### src/rtl/ehgu_rst_seq.sv
`default_nettype none
// ============================================================================
// Module   : ehgu_rst_seq
// Purpose  : Multi-domain reset sequencer. It holds every domain in reset
//            for HOLD_CYCLES edges after rst. It then releases the domains
//            one at a time in ascending index order. After each release it
//            waits for that domain's ack, then waits GAP_CYCLES edges before
//            releasing the next domain. If a domain does not ack within
//            TIMEOUT edges, that domain is put back into reset and a sticky
//            error is raised.
// Ports    : clk         - single clock, all logic on posedge
//            rst         - synchronous active-high reset
//            ack_in      - per-domain ready level
//            restart     - one-cycle request to re-run (DONE/ERROR only)
//            rst_dom_out - registered active-high per-domain resets
//            all_rel     - every domain released and acknowledged
//            busy        - sequence in progress (HOLD, GAP, WAIT_ACK)
//            err         - sticky ack-timeout flag
//            err_dom     - index of the domain that timed out
// Revision : 1.0 - initial release
// ============================================================================
module ehgu_rst_seq #(
    parameter int DOMAINS     = 4,
    parameter int HOLD_CYCLES = 8,
    parameter int GAP_CYCLES  = 4,
    parameter int TIMEOUT     = 16
) (
    input  logic                                          clk,
    input  logic                                          rst,
    input  logic [DOMAINS-1:0]                            ack_in,
    input  logic                                          restart,
    output logic [DOMAINS-1:0]                            rst_dom_out,
    output logic                                          all_rel,
    output logic                                          busy,
    output logic                                          err,
    output logic [((DOMAINS > 1) ? $clog2(DOMAINS) : 1)-1:0] err_dom
);

    localparam int c_idx_w   = (DOMAINS > 1) ? $clog2(DOMAINS) : 1;
    localparam int c_max_hg  = (HOLD_CYCLES > GAP_CYCLES) ? HOLD_CYCLES : GAP_CYCLES;
    localparam int c_max_cnt = (c_max_hg > TIMEOUT) ? c_max_hg : TIMEOUT;
    // The counter only ever holds (limit - 1), so clog2(limit) bits suffice.
    localparam int c_cnt_w   = (c_max_cnt > 1) ? $clog2(c_max_cnt) : 1;

    localparam logic [c_cnt_w-1:0] c_hold_ld = c_cnt_w'(HOLD_CYCLES - 1);
    localparam logic [c_cnt_w-1:0] c_gap_ld  = c_cnt_w'(GAP_CYCLES - 1);
    localparam logic [c_cnt_w-1:0] c_to_ld   = c_cnt_w'(TIMEOUT - 1);
    localparam logic [c_idx_w-1:0] c_last    = c_idx_w'(DOMAINS - 1);

    localparam logic [2:0] S_HOLD     = 3'd0;
    localparam logic [2:0] S_GAP      = 3'd1;
    localparam logic [2:0] S_WAIT_ACK = 3'd2;
    localparam logic [2:0] S_DONE     = 3'd3;
    localparam logic [2:0] S_ERROR    = 3'd4;

    logic [2:0]         r_state,   w_state_nxt;
    logic [c_cnt_w-1:0] r_cnt,     w_cnt_nxt;
    logic [c_idx_w-1:0] r_idx,     w_idx_nxt;
    logic [DOMAINS-1:0] r_rst_dom, w_rst_dom_nxt;
    logic               r_all_rel, w_all_rel_nxt;
    logic               r_busy,    w_busy_nxt;
    logic               r_err,     w_err_nxt;
    logic [c_idx_w-1:0] r_err_dom, w_err_dom_nxt;
    logic [c_idx_w-1:0] w_idx_inc;

    assign w_idx_inc = r_idx + c_idx_w'(1);

    // Next-state and next-output logic. Every register update is computed
    // here, so all outputs change on the same edge as the state.
    always_comb begin
        w_state_nxt   = r_state;
        w_cnt_nxt     = r_cnt;
        w_idx_nxt     = r_idx;
        w_rst_dom_nxt = r_rst_dom;
        w_all_rel_nxt = r_all_rel;
        w_err_nxt     = r_err;
        w_err_dom_nxt = r_err_dom;

        case (r_state)
            S_HOLD: begin
                if (r_cnt == '0) begin
                    w_rst_dom_nxt[0] = 1'b0;
                    w_idx_nxt        = '0;
                    w_cnt_nxt        = c_to_ld;
                    w_state_nxt      = S_WAIT_ACK;
                end else begin
                    w_cnt_nxt = r_cnt - c_cnt_w'(1);
                end
            end
            S_WAIT_ACK: begin
                // An ack accepted on the same edge as the final timeout
                // sample wins over the timeout.
                if (ack_in[r_idx]) begin
                    if (r_idx == c_last) begin
                        w_all_rel_nxt = 1'b1;
                        w_state_nxt   = S_DONE;
                    end else begin
                        w_cnt_nxt   = c_gap_ld;
                        w_state_nxt = S_GAP;
                    end
                end else if (r_cnt == '0) begin
                    w_err_nxt            = 1'b1;
                    w_err_dom_nxt        = r_idx;
                    w_rst_dom_nxt[r_idx] = 1'b1;
                    w_state_nxt          = S_ERROR;
                end else begin
                    w_cnt_nxt = r_cnt - c_cnt_w'(1);
                end
            end
            S_GAP: begin
                if (r_cnt == '0) begin
                    w_idx_nxt                = w_idx_inc;
                    w_rst_dom_nxt[w_idx_inc] = 1'b0;
                    w_cnt_nxt                = c_to_ld;
                    w_state_nxt              = S_WAIT_ACK;
                end else begin
                    w_cnt_nxt = r_cnt - c_cnt_w'(1);
                end
            end
            S_DONE, S_ERROR: begin
                if (restart) begin
                    w_rst_dom_nxt = '1;
                    w_all_rel_nxt = 1'b0;
                    w_err_nxt     = 1'b0;
                    w_err_dom_nxt = '0;
                    w_idx_nxt     = '0;
                    w_cnt_nxt     = c_hold_ld;
                    w_state_nxt   = S_HOLD;
                end
            end
            default: begin
                w_rst_dom_nxt = '1;
                w_all_rel_nxt = 1'b0;
                w_err_nxt     = 1'b0;
                w_err_dom_nxt = '0;
                w_idx_nxt     = '0;
                w_cnt_nxt     = c_hold_ld;
                w_state_nxt   = S_HOLD;
            end
        endcase

        w_busy_nxt = !((w_state_nxt == S_DONE) || (w_state_nxt == S_ERROR));
    end

    always_ff @(posedge clk) begin
        if (rst) begin
            r_state   <= S_HOLD;
            r_cnt     <= c_hold_ld;
            r_idx     <= '0;
            r_rst_dom <= '1;
            r_all_rel <= 1'b0;
            r_busy    <= 1'b1;
            r_err     <= 1'b0;
            r_err_dom <= '0;
        end else begin
            r_state   <= w_state_nxt;
            r_cnt     <= w_cnt_nxt;
            r_idx     <= w_idx_nxt;
            r_rst_dom <= w_rst_dom_nxt;
            r_all_rel <= w_all_rel_nxt;
            r_busy    <= w_busy_nxt;
            r_err     <= w_err_nxt;
            r_err_dom <= w_err_dom_nxt;
        end
    end

    assign rst_dom_out = r_rst_dom;
    assign all_rel     = r_all_rel;
    assign busy        = r_busy;
    assign err         = r_err;
    assign err_dom     = r_err_dom;

endmodule
`default_nettype wire

### config.mk
export PLATFORM = sky130hd
export DESIGN_NAME = ehgu_rst_seq
export DESIGN_NICKNAME = d
export VERILOG_FILES = /design/src/rtl/ehgu_rst_seq.sv
export SDC_FILE = /design/constraint.sdc
export NUM_CORES = 1
export LEC_CHECK = 0
export CAP_MARGIN = 40
export CORE_MARGIN = 1.5
export CORE_UTILIZATION = 50
export DETAILED_ROUTE_END_ITERATION = 16
export GPL_TIMING_DRIVEN = 0
export HOLD_SLACK_MARGIN = 0.08
export PLACE_DENSITY_LB_ADDON = 0.12
export SETUP_SLACK_MARGIN = 0.15
export SLEW_MARGIN = 20
export SYNTH_ARGS = -nofsm -noshare
export SYNTH_HDL_FRONTEND = slang
export SYNTH_SLANG_ARGS = --single-unit
### constraint.sdc
create_clock -name clk -period 4.2 [get_ports clk]
set_clock_uncertainty 0.1 [all_clocks]
set_input_delay 0.42 -clock clk [delete_from_list [all_inputs] [get_ports clk]]
set_output_delay 0.42 -clock clk [all_outputs]
set_load 0.1 [all_outputs]
After elaboration in Yosys (flattened, before gate mapping) --
Cells that the tools add are included.
Word-level totals: memory bits (writable) 0, register bits 18, bits in latches 0, ROM bits 0, memories 0, output and inout port bits 9, bits of input ports 7, word-level logic and storage cells 90
Cells by class: $mul 0, shift-type cells 0, eq/ne operators 16, add/sub/neg operators 2, reductions and logical operators 14, muxes and demuxes 39, bitwise operators 6, order comparisons 4, div/mod/pow operators 0
Operator list (number):
- two-way mux 4 bit | 9
- != test 2 bit, second input constant | 7
- two-way mux 2 bit | 6
- two-way mux 3 bit | 4
- case mux 3 bit (4 select lines) | 1
- case mux 4 bit (3 select lines) | 1
- AND reduction 4 bit | 3
- AND reduction 5 bit | 2
- == test 3 x 2 -> 1 bit, second input constant | 3
- two-way mux 1 bit | 9
- case mux 3 bit (3 select lines) | 1
- case mux 2 bit (4 select lines) | 1
- == test 3 bit, second input constant | 2
- less-than comparator 2 x 3 -> 1 bit, second input constant | 2
- != test 3 bit, second input constant | 2
- case mux 1 bit (3 select lines) | 2
- case mux 2 bit (3 select lines) | 1
- AND 4 bit | 1
- demux 1 bit (select 2 bit) | 2
- greater-or-equal comparator 2 x 1 -> 1 bit, second input constant | 2
- zero test 4 bit | 1
- NOT 4 bit | 1
- bitwise OR 4 bit | 1
- case mux 1 bit (4 select lines) | 1
- other kinds (12) | 16

Depth between registers and ports, before layout --
Gate-level depths: netlist (run 1).
word-level depth 9, mapped depth 6, mapped depth without buffers 6

Worst setup path after synthesis (run 1) --
No wires, ideal clock.
path type reg2reg, from register r_idx[0], to register r_cnt[2], setup slack 2.338 ns, data required time 3.980 ns, setup time 0.120 ns, period minus slack after synthesis 1.862 ns, arrival time 1.642 ns, path buffers 0, stages on the path, launching flop included 5, cells stage by stage dfxtp_1 > mux4_2 > mux2i_1 > o22a_2 > o31a_1
Between the ends: cells in the longest elaborated chain, start to end 4, elaborated cells between the ends (all ways) 8, those cells by class eq/ne: 3; mux: 4; reduce/logical: 1
Ends and longest elaborated chain:
- start, declared | RTL line 58 | logic [c_idx_w-1:0] r_idx, w_idx_nxt;
- start signal, assigned | RTL line 158 | r_idx <= w_idx_nxt;
- binary-select mux 1 bit (select 2 bit) | RTL line 93 | if (ack_in[r_idx]) begin
- two-way mux 1 bit (implied by the code) | RTL line 93
- != test 3 bit (no line) or two-way mux 4 bit (tied branches)
- AND reduction 3 bit (no line) or case mux 4 bit (3 select lines) (tied branches)
- end signal, assigned | RTL line 148 | r_cnt <= c_hold_ld;
- end signal, assigned | RTL line 157 | r_cnt <= w_cnt_nxt;
- end, declared | RTL line 57 | logic [c_cnt_w-1:0] r_cnt, w_cnt_nxt;
Several ways; a longest one is shown, not always the timed one. The select of a mux whose other input is x is not followed. A chain may end at the register's enable or synchronous reset.

Worst setup path in the final report (run 1) --
from register r_cnt[0], to register r_cnt[2]
Between the ends: cells in the longest elaborated chain, start to end 4, elaborated cells between the ends (all ways) 8, those cells by class add/sub: 1; eq/ne: 1; mux: 4; reduce/logical: 2
Ends and longest elaborated chain:
- subtractor 4 x 1 -> 4 bit | RTL line 87, 107, 117
- two-way mux 4 bit | RTL line 101 | end else if (r_cnt == '0) begin
- two-way mux 4 bit | RTL line 93
- case mux 4 bit (3 select lines) | RTL line 79 | case (r_state)
Several ways; a longest one is shown, not always the timed one. The select of a mux whose other input is x is not followed.

==> key figures, run 1 <==
Run status
  – Status: finished clean

Routing
  – Drt total wl: 3061 um
  – Via count: 1195
  – Post-DRT Antenna Nets: 0
  – Detailed Route Iter0 Violations: 25
  – WL per Instance: 15.46 um
  – Via-to-Cell Ratio: 6.035
  – DRC violations left: 0
  – TritonRoute pass-1 iters: 4

Finish
  – # diodes: 0
  – Fill cell count: 194
  – Final Net Count: 183
  – Final Non-Filler Cells: 198
  – Fin area: 1539 um2
  – Syn-to-layout area delta: 30.16%
  – Layout cells sized above 1: 15.88%

STA
  – Setup TNS: 0 ns
  – Pins over their slew limit: 0
  – Fmax: 467.5 MHz
  – Fin crit share: 50.94%
  – Min Tclk post-route: 2.139 ns
  – Worst-Margin Slew: 0.5290 ns
  – Final Hold Vio Count: 0
  – Slew HR: 64.73%
  – Final setup fails: 0
  – Unrepaired setup endpoints after global routing: no

Floorplanning
  – IO Count: 16
  – Initial Util: 53.45%
  – Row count: 17
  – Die X: 51.63 um
  – Die Y: 51.63 um
  – Full die area: 2666 um2
  – Core footprint: 2212 um2

Clock network
  – CTS root buf: clkbuf_4
  – Clock tree buffer depth: 2
  – CTS resizes: 0
  – Worst skew pair latency: 0.30 ns
  – CTS H-tree depth: 1
  – Postcts setup bufs: 0
  – CTS tree: yes
  – Clk sinks: 18
  – Hold-fix buffers at CTS: 0
  – Clk slew on worst S/H paths: 0.11 ns
  – Total clock buffers created by CTS: 3

Critical path
  – Buffer and inverter count on the worst path: 1
  – Type of origin of the critical path: register
  – Arr. time, crit path: 2.24 ns
  – Critical path type: register to register
  – Crit Path Max Fanout: 9
  – Slowest cell on crit path: nor3b_1
  – CP Data Required Time: 4.30 ns
  – CP Depth: 6
  – Worst r2r src: r_cnt[0]
  – Nature of the critical path endpoint: register
  – R2r endpoint: r_cnt[2]
  – Reg-to-reg slack, setup: 2.06 ns
  – Worst reg-to-reg path cell count: 6
  – Critical Path Max Stage Delay: 0.45 ns
  – CP top delay family: compound AO/OA/AOI/OAI gates
  – Critical-path cell list: inv_1 -> ha_1 -> nor3b_1 -> mux2i_1 -> o22a_2 -> o31a_1
  – Critical Path Source: r_cnt[0]

Synthesis
  – EDFF count, synth: 0
  – Syn Inst Count: 142
  – Yosys reg bits: 18
  – Syn avg cell area: 8.327 um2
  – Mapped Area: 1182 um2
  – Post-synthesis sequential area ratio: 30.48%
  – Yosys cell types: 42
  – Synthesized Nets: 154
  – FFs w/ async S/R, synth: 0%
  – Ys flop type: dfxtp_1
  – Number of synthesis warnings: 0

Global route
  – First-pass GRT wire length: 5230 um
  – Initial antenna violation count: 0
  – Largest net degree at the start of global routing: 11
  – Gr ovfl total: 0
  – Total track usage: 26.20%
  – Number of global-route vias before repair: 1154

Min path
  – Hold Path Origin: rst_dom_out[0]
  – Hold Path Depth: 1
  – HP Class: register to register
  – WHS Endpoint: rst_dom_out[0]

Place
  – # port buffers: 15
  – Routability congestion estimate: 0.9069
  – DP Area: 1503 um2
  – Placed insts: 194
  – Final HPWL DP: 2280 um

Power and ir drop
  – Static Leak: 0.5685 nW
  – Worst VDD drop: 0.1622 mV
  – P per Cell Area: 210.8 nW/um2

Run
  – Max_cap viols: 0
-- worst max path at each step --
stage	slack, ns	endpoint
6_report	2.06	r_cnt[2]
5_1_grt	1.93	r_cnt[2]
4_1_cts	2.09	r_cnt[2]
3_5_place_dp	1.81	r_idx[1]
3_3_place_gp	1.84	r_idx[1]
2_1_floorplan	2.34	r_cnt[2]
-- per-stage QoR --
stage / hold WS, ns / total power, mW / util [%] / setup WS, ns
2_1_floorplan: 0.3937 / 0.2026 / - / 2.338
3_5_place_dp: 0.3674 / 0.2162 / 67.93 / 1.809
3_3_place_gp: 0.3541 / 0.2144 / 61.82 / 1.844
4_1_cts: 0.3938 / 0.3246 / 69.57 / 2.087
5_1_grt: 0.4245 / 0.3383 / 69.57 / 1.928
6_report: 0.3923 / 0.3243 / 69.57 / 2.061
-- placed cells by master (no fill, tap or decap), types with 3 or more instances in the layout --
master           count
clkbuf_1             6
buf_2                3
o32ai_1              3
dfxtp_1             18
ha_1                 5
nor4bb_1             3
clkbuf_4             3
nor3_1               4
a21oi_1             16
o21ai_0              7
buf_8                9
or2_2                4
mux2i_1              4
nor2_1              10
inv_1                9
nand3_1              4
clkdlybuf4s50_1     15
nand2b_1             6
a21o_1               6
-- cells in the mapped netlist, types with 2 or more instances --
cell type | number | share of area, %
a21oi_1 | 16 | 6.8
nor3_1 | 4 | 1.7
buf_2 | 3 | 1.3
mux2i_1 | 4 | 3.4
a221o_1 | 2 | 1.7
and2_1 | 2 | 1.1
nand3_1 | 4 | 1.7
o211ai_1 | 2 | 1.3
o31a_1 | 2 | 1.5
o31ai_1 | 2 | 1.3
o32ai_1 | 3 | 2.2
a21o_1 | 6 | 3.8
clkbuf_1 | 6 | 1.9
nor4bb_1 | 3 | 2.5
ha_1 | 5 | 5.3
nand2b_1 | 6 | 3.2
nor3b_1 | 2 | 1.3
or3b_2 | 2 | 1.5
nor4b_1 | 2 | 1.5
o21ai_0 | 7 | 3.0
nor2_1 | 10 | 3.2
inv_1 | 9 | 2.9
or2_2 | 4 | 2.1
dfxtp_1 | 18 | 30
-- logic make-up after synthesis --
group	after synthesis	synth area share (%)
and+or+nand+nor	50	26.56
muxes	6	6.243
AOI/OAI and AO/OA	44	24.66
xor gates and xnor gates	1	0.7409
DFF	18	30.48
buffers and inverters	18	6.031
adders and majority gates	5	5.291
-- sequential cells by signal (all words and copies together) (netlist names) --
register,cells
r_idx,2
rst_dom_out,4
busy,1
err_dom,2
r_cnt,4
err,1
r_state,3
all_rel,1
-- report_power, final --
group	total, mW	switching, mW	internal [mW]
registers	0.177	0.00291	0.174
clock network	0.112	0.0587	0.0529
logic	0.0362	0.0192	0.0170
-- routing by layer --
metal	share of wire (%)	vias to the layer above	track usage [%]
met5	0	-	0
met4	1.5	0	9.211
met3	4.7	9	3.736
met2	49	36	46.15
met1	44	573	32.43
li1	-	577	-
-- layout make-up --
type	instances	area, um2	area share, %
well taps	28	35.03	2.276
flip-flops and latches	18	360.3	23.41
repair buffers	24	285.3	18.54
clock buffers	4	36.28	2.358
plain buffers	9	37.54	2.439
inverters	9	33.78	2.195
multi-input cells	106	750.7	48.78
No activity file was read; power rests on OpenSTA's default activity.
==> run 2: changes to the inputs <==
==> constraint.sdc (replaced) <==
create_clock -name clk -period 2 [get_ports clk]
set_clock_uncertainty 0.1 [all_clocks]
set_input_delay 0.2 -clock clk [delete_from_list [all_inputs] [get_ports clk]]
set_output_delay 0.2 -clock clk [all_outputs]
set_load 0.1 [all_outputs]
==> key figures, run 2 (same netlist as run 1, synthesis figures left out) <==
Run status
  – Status: finished clean

STA
  – Worst-Margin Slew: 0.5274 ns
  – Unrepaired setup endpoints after global routing: yes
  – Pins over their slew limit: 0
  – Min Tclk post-route: 1.913 ns
  – Fmax: 522.8 MHz
  – Slew HR: 64.84%
  – Final setup fails: 0
  – WHS: 0.3927 ns
  – Fin crit share: 95.64%
  – Final Hold Vio Count: 0
  – Worst setup margin: 0.08725 ns

Routing
  – Detailed Route Iter0 Violations: 44
  – TritonRoute pass-1 iters: 4
  – Via-to-Cell Ratio: 6.069
  – WL per Instance: 16.37 um
  – Post-DRT Antenna Nets: 0
  – DRC violations left: 0
  – Drt total wl: 3307 um
  – Via count: 1226

Power and ir drop
  – Switching power: 0.1755 mW
  – Sw frac: 25.37%
  – Static Leak: 0.6030 nW
  – Clock share of power: 34.0%
  – Cell Int Power: 0.5164 mW
  – Seq pwr share: 53.6%
  – P per Cell Area: 421.1 nW/um2
  – Worst VDD drop: 0.3121 mV
  – Power share of the combinational group: 12.4%
  – Power Total: 0.6919 mW

Critical path
  – CP Depth: 4
  – CP top delay family: multiplexers
  – CP endpoint: r_cnt[2]
  – Slowest cell on crit path: mux4_2
  – Critical-path cell list: mux4_2 -> mux2i_1 -> o22a_2 -> o31a_1
  – Arr. time, crit path: 2.01 ns
  – Worst r2r src: r_idx[0]
  – Type of origin of the critical path: register
  – CP Data Required Time: 2.10 ns
  – Critical Path Max Stage Delay: 0.59 ns
  – Reg-to-reg slack, setup: 0.09 ns
  – Worst reg-to-reg path cell count: 4
  – R2r endpoint: r_cnt[2]
  – Critical Path Source: r_idx[0]
  – Crit Path Max Fanout: 6
  – Critical path type: register to register
  – Buffer and inverter count on the worst path: 0
  – Nature of the critical path endpoint: register

Floorplanning
  – Core footprint: 2212 um2
  – Die X: 51.63 um
  – Die Y: 51.63 um
  – Initial Util: 53.45%
  – IO Count: 16
  – Full die area: 2666 um2
  – Row count: 17

Clock network
  – Clock tree buffer depth: 2
  – CTS tree: yes
  – Clk slew on worst S/H paths: 0.12 ns
  – CTS root buf: clkbuf_4
  – Total clock buffers created by CTS: 3
  – Clk sinks: 18
  – CTS H-tree depth: 1
  – Worst skew pair latency: 0.30 ns

Place
  – DP Area: 1506 um2
  – # port buffers: 15
  – Routability congestion estimate: 0.9337
  – Final HPWL DP: 2298 um
  – Pre-CTS WS: -0.1563 ns

Finish
  – Fin area: 1643 um2
  – Area occupied by multi-input gates: 818.3 um2
  – Fill cell count: 177
  – Layout cells sized above 1: 25.86%
  – # diodes: 0
  – Commonest non-fill, non-tap cell in the layout: dfxtp_1
  – Final Net Count: 187
  – Seq. cell area: 365.4 um2
  – Commonest cells after routing, fill and taps aside: dfxtp_1 (16), a21oi_1 (15), clkdlybuf4s50_1 (14), nor2_1 (9), buf_8 (9)
  – Post-layout util: 74.26%
  – Syn-to-layout area delta: 38.94%

Global route
  – Gr ovfl total: 0
  – Largest net degree at the start of global routing: 11
  – Total track usage: 27.59%
  – Number of global-route vias before repair: 1205
  – First-pass GRT wire length: 5595 um
  – Initial antenna violation count: 0

Run
  – Max_cap viols: 0

Min path
  – HP Class: register to register
[run 2: final cells by class]
cell class | instances | area share [%]
Sequential cell | 18 | 22.24
Tap cell | 28 | 2.133
Buffer | 9 | 2.437
Clock buffer | 4 | 2.209
Inverter | 9 | 2.056
Multi-Input combinational cell | 106 | 49.81
Timing Repair Buffer | 28 | 19.12
[run 2: power groups by stage]
stage | clock (mW) | combinational, mW | sequential (mW)
floorplan | 0 | 0.0476 | 0.378
global route | 0.254 | 0.0940 | 0.372
finish | 0.235 | 0.0860 | 0.371
detailed placement | 0 | 0.0746 | 0.379
CTS | 0.230 | 0.0822 | 0.370
global placement | 0 | 0.0718 | 0.379
[run 2: per-stage QoR]
stage | setup TNS [ns] | instances
global placement | -0.5996 | 185
floorplan | 0 | 142
CTS | 0 | 202
detailed placement | -0.9618 | 194
global route | 0 | 202
finish | 0 | 202
[run 2: what timing repair did]
action	4_1_cts	5_1_grt
hold buffers	0	0
resized for setup	10	11
buffers inserted	4	0
setup endpoints to repair	12	16
pin swaps	5	2
cloned	0	0
[run 2: worst min path at each step]
stage | startpoint | endpoint | slack (ns) | cells past startpoint
3_3_place_gp | rst_dom_out[3] | rst_dom_out[3] | 0.35 | 1
3_5_place_dp | err | err | 0.37 | 2
5_1_grt | err | err | 0.41 | 2
6_report | err | err | 0.39 | 2
4_1_cts | err | err | 0.39 | 2
2_1_floorplan | rst | r_state[0] | 0.31 | 2
[run 2: worst reg2reg max path, cell delays in order (launching register included)]
cell and delay (ns):
dfxtp_4 0.38, mux4_2 0.60, mux2i_1 0.19, o22a_2 0.30, o31a_1 0.25
[run 2: per-layer routing]
layer | routed length [um] | track usage (%) | up-vias | share of wire [%]
met5 | 0 | 0 | - | 0
met4 | 67 | 10.53 | 0 | 2.0
met3 | 190 | 4.023 | 10 | 5.7
met2 | 1628 | 46.58 | 47 | 49
met1 | 1421 | 35.43 | 589 | 43
li1 | - | - | 580 | -
==> patch 1, RTL diff (flow settings as in run 2) <==
Change the parameter `HOLD_CYCLES` from 8 to 16.
--- a/src/rtl/ehgu_rst_seq.sv
+++ b/src/rtl/ehgu_rst_seq.sv
@@ -21,7 +21,7 @@
 // ============================================================================
 module ehgu_rst_seq #(
     parameter int DOMAINS     = 4,
-    parameter int HOLD_CYCLES = 8,
+    parameter int HOLD_CYCLES = 16,
     parameter int GAP_CYCLES  = 4,
     parameter int TIMEOUT     = 16
 ) (
Behaviour: not the same (Yosys sat finds a counterexample within 10 cycles, from zero or initial values and one cycle with rst high).
==> patch 1 against run 2 <==
- area after synthesis down 5.8%
- setup slack got worse by 0.062 ns
- sequential cell count did not move
- design area is 1.5% lower
- wire length decreased by 2.2%
- non-clock buffer count increased by 6
- combinational power fell by 22%
- total power decreased by 3.3%
==> patch 1: results (changes against run 2) <==
qor: synthesis.syn_inst 136 [was 142]
qor: power_and_ir_drop.internal_power 510 uW [was 516 uW]
qor: hold_path.hold_path_end rst_dom_out[3]$_SDFFE_PP1P_ [was err$_SDFFE_PP0P_]
qor: critical_path.critical_path.max_stage_delay 0.42 ns [was 0.59 ns]
qor: routing.met2WireLength 1590 um [was 1630 um]
qor: placement.place_ws -0.297 ns [was -0.156 ns]
qor: power_and_ir_drop.irDropWorstVdd 0.542 mV [was 0.312 mV]
qor: timing.hold-worst-slack 0.381 ns [was 0.393 ns]
qor: critical_path.setup.reg_to_reg.worst_slack 0.03 ns [was 0.09 ns]
qor: critical_path.cp_top_family simple AND/OR/NAND/NOR gates [was multiplexers]
qor: routing.drt-vias-per-instance 6.04 [was 6.07]
qor: hold_path.min-delay-start rst_dom_out[3]$_SDFFE_PP1P_ [was err$_SDFFE_PP0P_]
qor: clocking.post_cts_resized 9 [was 10]
qor: placement.placement.cell_area 1440 um2 [was 1510 um2]
qor: cells_and_area.fraction_of_layout_cells_with_a_size_suffix_above_1 26.9% [was 25.9%]
qor: routing.routed_wire_length_per_instance 16.0 um [was 16.4 um]
qor: status.status finished, final reports clean [unchanged]
qor: cells_and_area.finalNetCount 188 [was 187]
qor: synthesis.synth.cells.most_frequent 18 x sky130_fd_sc_hd__dfxtp_1, 17 x sky130_fd_sc_hd__nor2_1, 11 x sky130_fd_sc_hd__o21ai_0, 8 x sky130_fd_sc_hd__a21oi_1, 8 x sky130_fd_sc_hd__nor3_1 [was 18 x sky130_fd_sc_hd__dfxtp_1, 16 x sky130_fd_sc_hd__a21oi_1, 10 x sky130_fd_sc_hd__nor2_1, 9 x sky130_fd_sc_hd__inv_1, 7 x sky130_fd_sc_hd__o21ai_0]
qor: routing.num_vias 1221 [was 1226]
qor: routing.initialDrtViolationCount 39 [was 44]
qor: critical_path.worstPathArrival 2.08 ns [was 2.01 ns]
qor: power_and_ir_drop.p_comb_share 10.0% [was 12.4%]
qor: timing.maxClockFrequency 506 MHz [was 523 MHz]
qor: power_and_ir_drop.power_combinational 66.9 uW [was 86.0 uW]
qor: critical_path.r2r-end r_cnt[3]$_SDFFE_PP1P_ [was r_cnt[2]$_SDFFE_PP1P_]
qor: clocking.post-cts-setup-buffer-count 11 [was 4]
qor: critical_path.timing.critical_path.from r_cnt[1]$_SDFFE_PP1P_ [was r_idx[0]$_SDFFE_PP0P_]
qor: power_and_ir_drop.pwr.group.sequential 370 uW [was 371 uW]
==> patch 1: changes by cell type in the layout (fill, tap and decap cells not counted), moves of 5 or more <==
cell                      delta
sky130_fd_sc_hd__buf_4       +6
sky130_fd_sc_hd__nor2_1      +8
sky130_fd_sc_hd__nor3_1      +5
sky130_fd_sc_hd__a21oi_1     -7
sky130_fd_sc_hd__nand2_1     +5
==> patch 1: layout make-up <==
cell class,instances,area (um2)
multi-input cells,104,744
fillers,140,404
repair buffers,35,372
flip-flops and latches,18,367
plain buffers,8,42.5
clock buffers,4,36.3
well taps,27,33.8
inverters,6,22.5
==> patch 1: logic make-up after synthesis <==
family	synth area share, %
xor+xnor	1.57
flops	32.4
fa+ha+maj	5.62
mux	3.82
buf+inv	5.39
simple gates	24.5
compound gates	26.7
==> patch 1: layer usage <==
layer  track usage (%)  vias to the layer above
met5                 0                        -
met2              47.8                       63
met3              3.87                       11
met1              33.6                      577
li1                  -                      570
met4              13.9                        0
==> patch 2, RTL diff (config.mk and constraints of run 2) <==
Without the edit above. Register the output `err_dom` once more, with the module's reset; this adds one clock of latency there. The other outputs are not delayed to match.
--- a/src/rtl/ehgu_rst_seq.sv
+++ b/src/rtl/ehgu_rst_seq.sv
@@ -168,7 +168,13 @@
     assign all_rel     = r_all_rel;
     assign busy        = r_busy;
     assign err         = r_err;
-    assign err_dom     = r_err_dom;
+    always_ff @(posedge clk) begin
+        if (rst) begin
+            err_dom <= '0;
+        end else begin
+            err_dom <= r_err_dom;
+        end
+    end
 
 endmodule
 `default_nettype wire
Behaviour: no difference found for any inputs over 10 cycles, from zero or initial values and one cycle with rst high; that may be too few to reach the edited logic, so the function may still have changed.
==> patch 2 against run 2 <==
- total power grew 23%
- sequential cell count is 2 higher
- first-iteration DRC count is 16% higher
- wire length is 1.1% lower
- design area increased by 4.9%
- area after synthesis decreased by 1.2%
- setup slack improved by 0.0016 ns
- critical endpoint is now rst_dom_out[0]$_SDFFE_PP1P_
==> patch 2: results (changes against run 2) <==
qor: global_route.met1_usage 34.1% [was 35.4%]
qor: routing.drt-vias-per-instance 5.94 [was 6.07]
qor: placement.gp_routability_congestion 0.897 [was 0.934]
qor: critical_path.critical_path.max_stage_delay 0.38 ns [was 0.59 ns]
qor: synthesis.yosysUniqueCellTypes 38 [was 42]
qor: status.status finished, final reports clean [unchanged]
qor: global_route.grt_start_max_net_pins 12 [was 11]
qor: cells_and_area.finalNetCount 193 [was 187]
qor: synthesis.synth.cells.most_frequent 20 x sky130_fd_sc_hd__dfxtp_1, 15 x sky130_fd_sc_hd__a21oi_1, 13 x sky130_fd_sc_hd__nor2_1, 12 x sky130_fd_sc_hd__o21ai_0, 9 x sky130_fd_sc_hd__inv_1 [was 18 x sky130_fd_sc_hd__dfxtp_1, 16 x sky130_fd_sc_hd__a21oi_1, 10 x sky130_fd_sc_hd__nor2_1, 9 x sky130_fd_sc_hd__inv_1, 7 x sky130_fd_sc_hd__o21ai_0]
qor: global_route.wire_length_of_the_first_global_routing_pass 5220 um [was 5600 um]
qor: critical_path.worstPathArrival 2.06 ns [was 2.01 ns]
qor: cells_and_area.finish.instance_area 1720 um2 [was 1640 um2]
qor: critical_path.cp_top_family compound AO/OA/AOI/OAI gates [was multiplexers]
qor: placement.placement.cell_area 1550 um2 [was 1510 um2]
qor: global_route.use_met2 45.2% [was 46.6%]
qor: routing.initialDrtViolationCount 51 [was 44]
qor: synthesis.synthTopCellsByArea sky130_fd_sc_hd__dfxtp_1 34%, sky130_fd_sc_hd__a21oi_1 6.4%, sky130_fd_sc_hd__ha_1 5.4%, sky130_fd_sc_hd__o21ai_0 5.1%, sky130_fd_sc_hd__nor2_1 4.2% [was sky130_fd_sc_hd__dfxtp_1 30%, sky130_fd_sc_hd__a21oi_1 6.8%, sky130_fd_sc_hd__ha_1 5.3%, sky130_fd_sc_hd__a21o_1 3.8%, sky130_fd_sc_hd__mux2i_1 3.4%]
qor: clocking.post-cts-setup-buffer-count 8 [was 4]
qor: global_route.grt.met3_usage 2.63% [was 4.02%]
qor: global_route.grt_pass1_vias 1150 [was 1205]
qor: timing.timing.slew.headroom 63.5% [was 64.8%]
qor: global_route.grt.total_usage 26.5% [was 27.6%]
qor: cells_and_area.fraction_of_layout_cells_with_a_size_suffix_above_1 31.7% [was 25.9%]
qor: power_and_ir_drop.power_leakage 0.622 nW [was 0.603 nW]
qor: placement.dp.final_hpwl 2140 um [was 2300 um]
qor: placement.place_ws -0.144 ns [was -0.156 ns]
qor: critical_path.path_max_fanout 5 [was 6]
qor: clocking.post_cts_resized 14 [was 10]
qor: synthesis.synth.yosys.seq_area_share 34.3% [was 30.5%]
patch 2: kinds of logic (layout without fill, tap and decap cells):
logic type,count (synthesis),after routing,share of synthesized area (%)
AOI/OAI and AO/OA,51,51,27.4
DFF,20,20,34.3
buffers and inverters,17,53,6.10
adders and majority gates,5,5,5.35
muxes,2,2,2.78
and+or+nand+nor,49,49,24.1
patch 2: cell type report:
cell class	count	share of cell area, %
repair buffers	32	20.0
well taps	28	2.03
clock buffers	4	2.10
inverters	9	1.96
multi-input cells	107	47.2
flip-flops and latches	20	23.6
plain buffers	8	3.05
patch 2: worst paths after layout:
kind                                             from                     endpoint  slack, ns  cells after the start
worst min register to register       err$_SDFFE_PP0P_             err$_SDFFE_PP0P_       0.38                      2
worst min-delay path                 err$_SDFFE_PP0P_             err$_SDFFE_PP0P_       0.38                      2
worst max register to register  r_cnt[1]$_SDFFE_PP1P_  rst_dom_out[0]$_SDFFE_PP1P_       0.09                      7
worst max-delay path            r_cnt[1]$_SDFFE_PP1P_  rst_dom_out[0]$_SDFFE_PP1P_       0.09                      7
patch 2: stage by stage:
step	std cells	TNS [ns]
6_report	208	0
5_1_grt	208	0
4_1_cts	208	0
3_5_place_dp	196	-1.18
3_3_place_gp	187	-0.885
2_1_floorplan	144	0
patch 2: where the power goes:
part	total, mW	internal [mW]	switching, mW
clock network	0.249	0.112	0.138
registers	0.436	0.414	0.0222
logic	0.163	0.0833	0.0799
patch 2: routing by layer:
| metal | up-vias | wire length [um] |
|---|---|---|
| met1 | 571 | 1420 |
| met3 | 9 | 209 |
| met5 | - | 0 |
| met2 | 59 | 1560 |
| met4 | 0 | 78 |
| li1 | 597 | - |
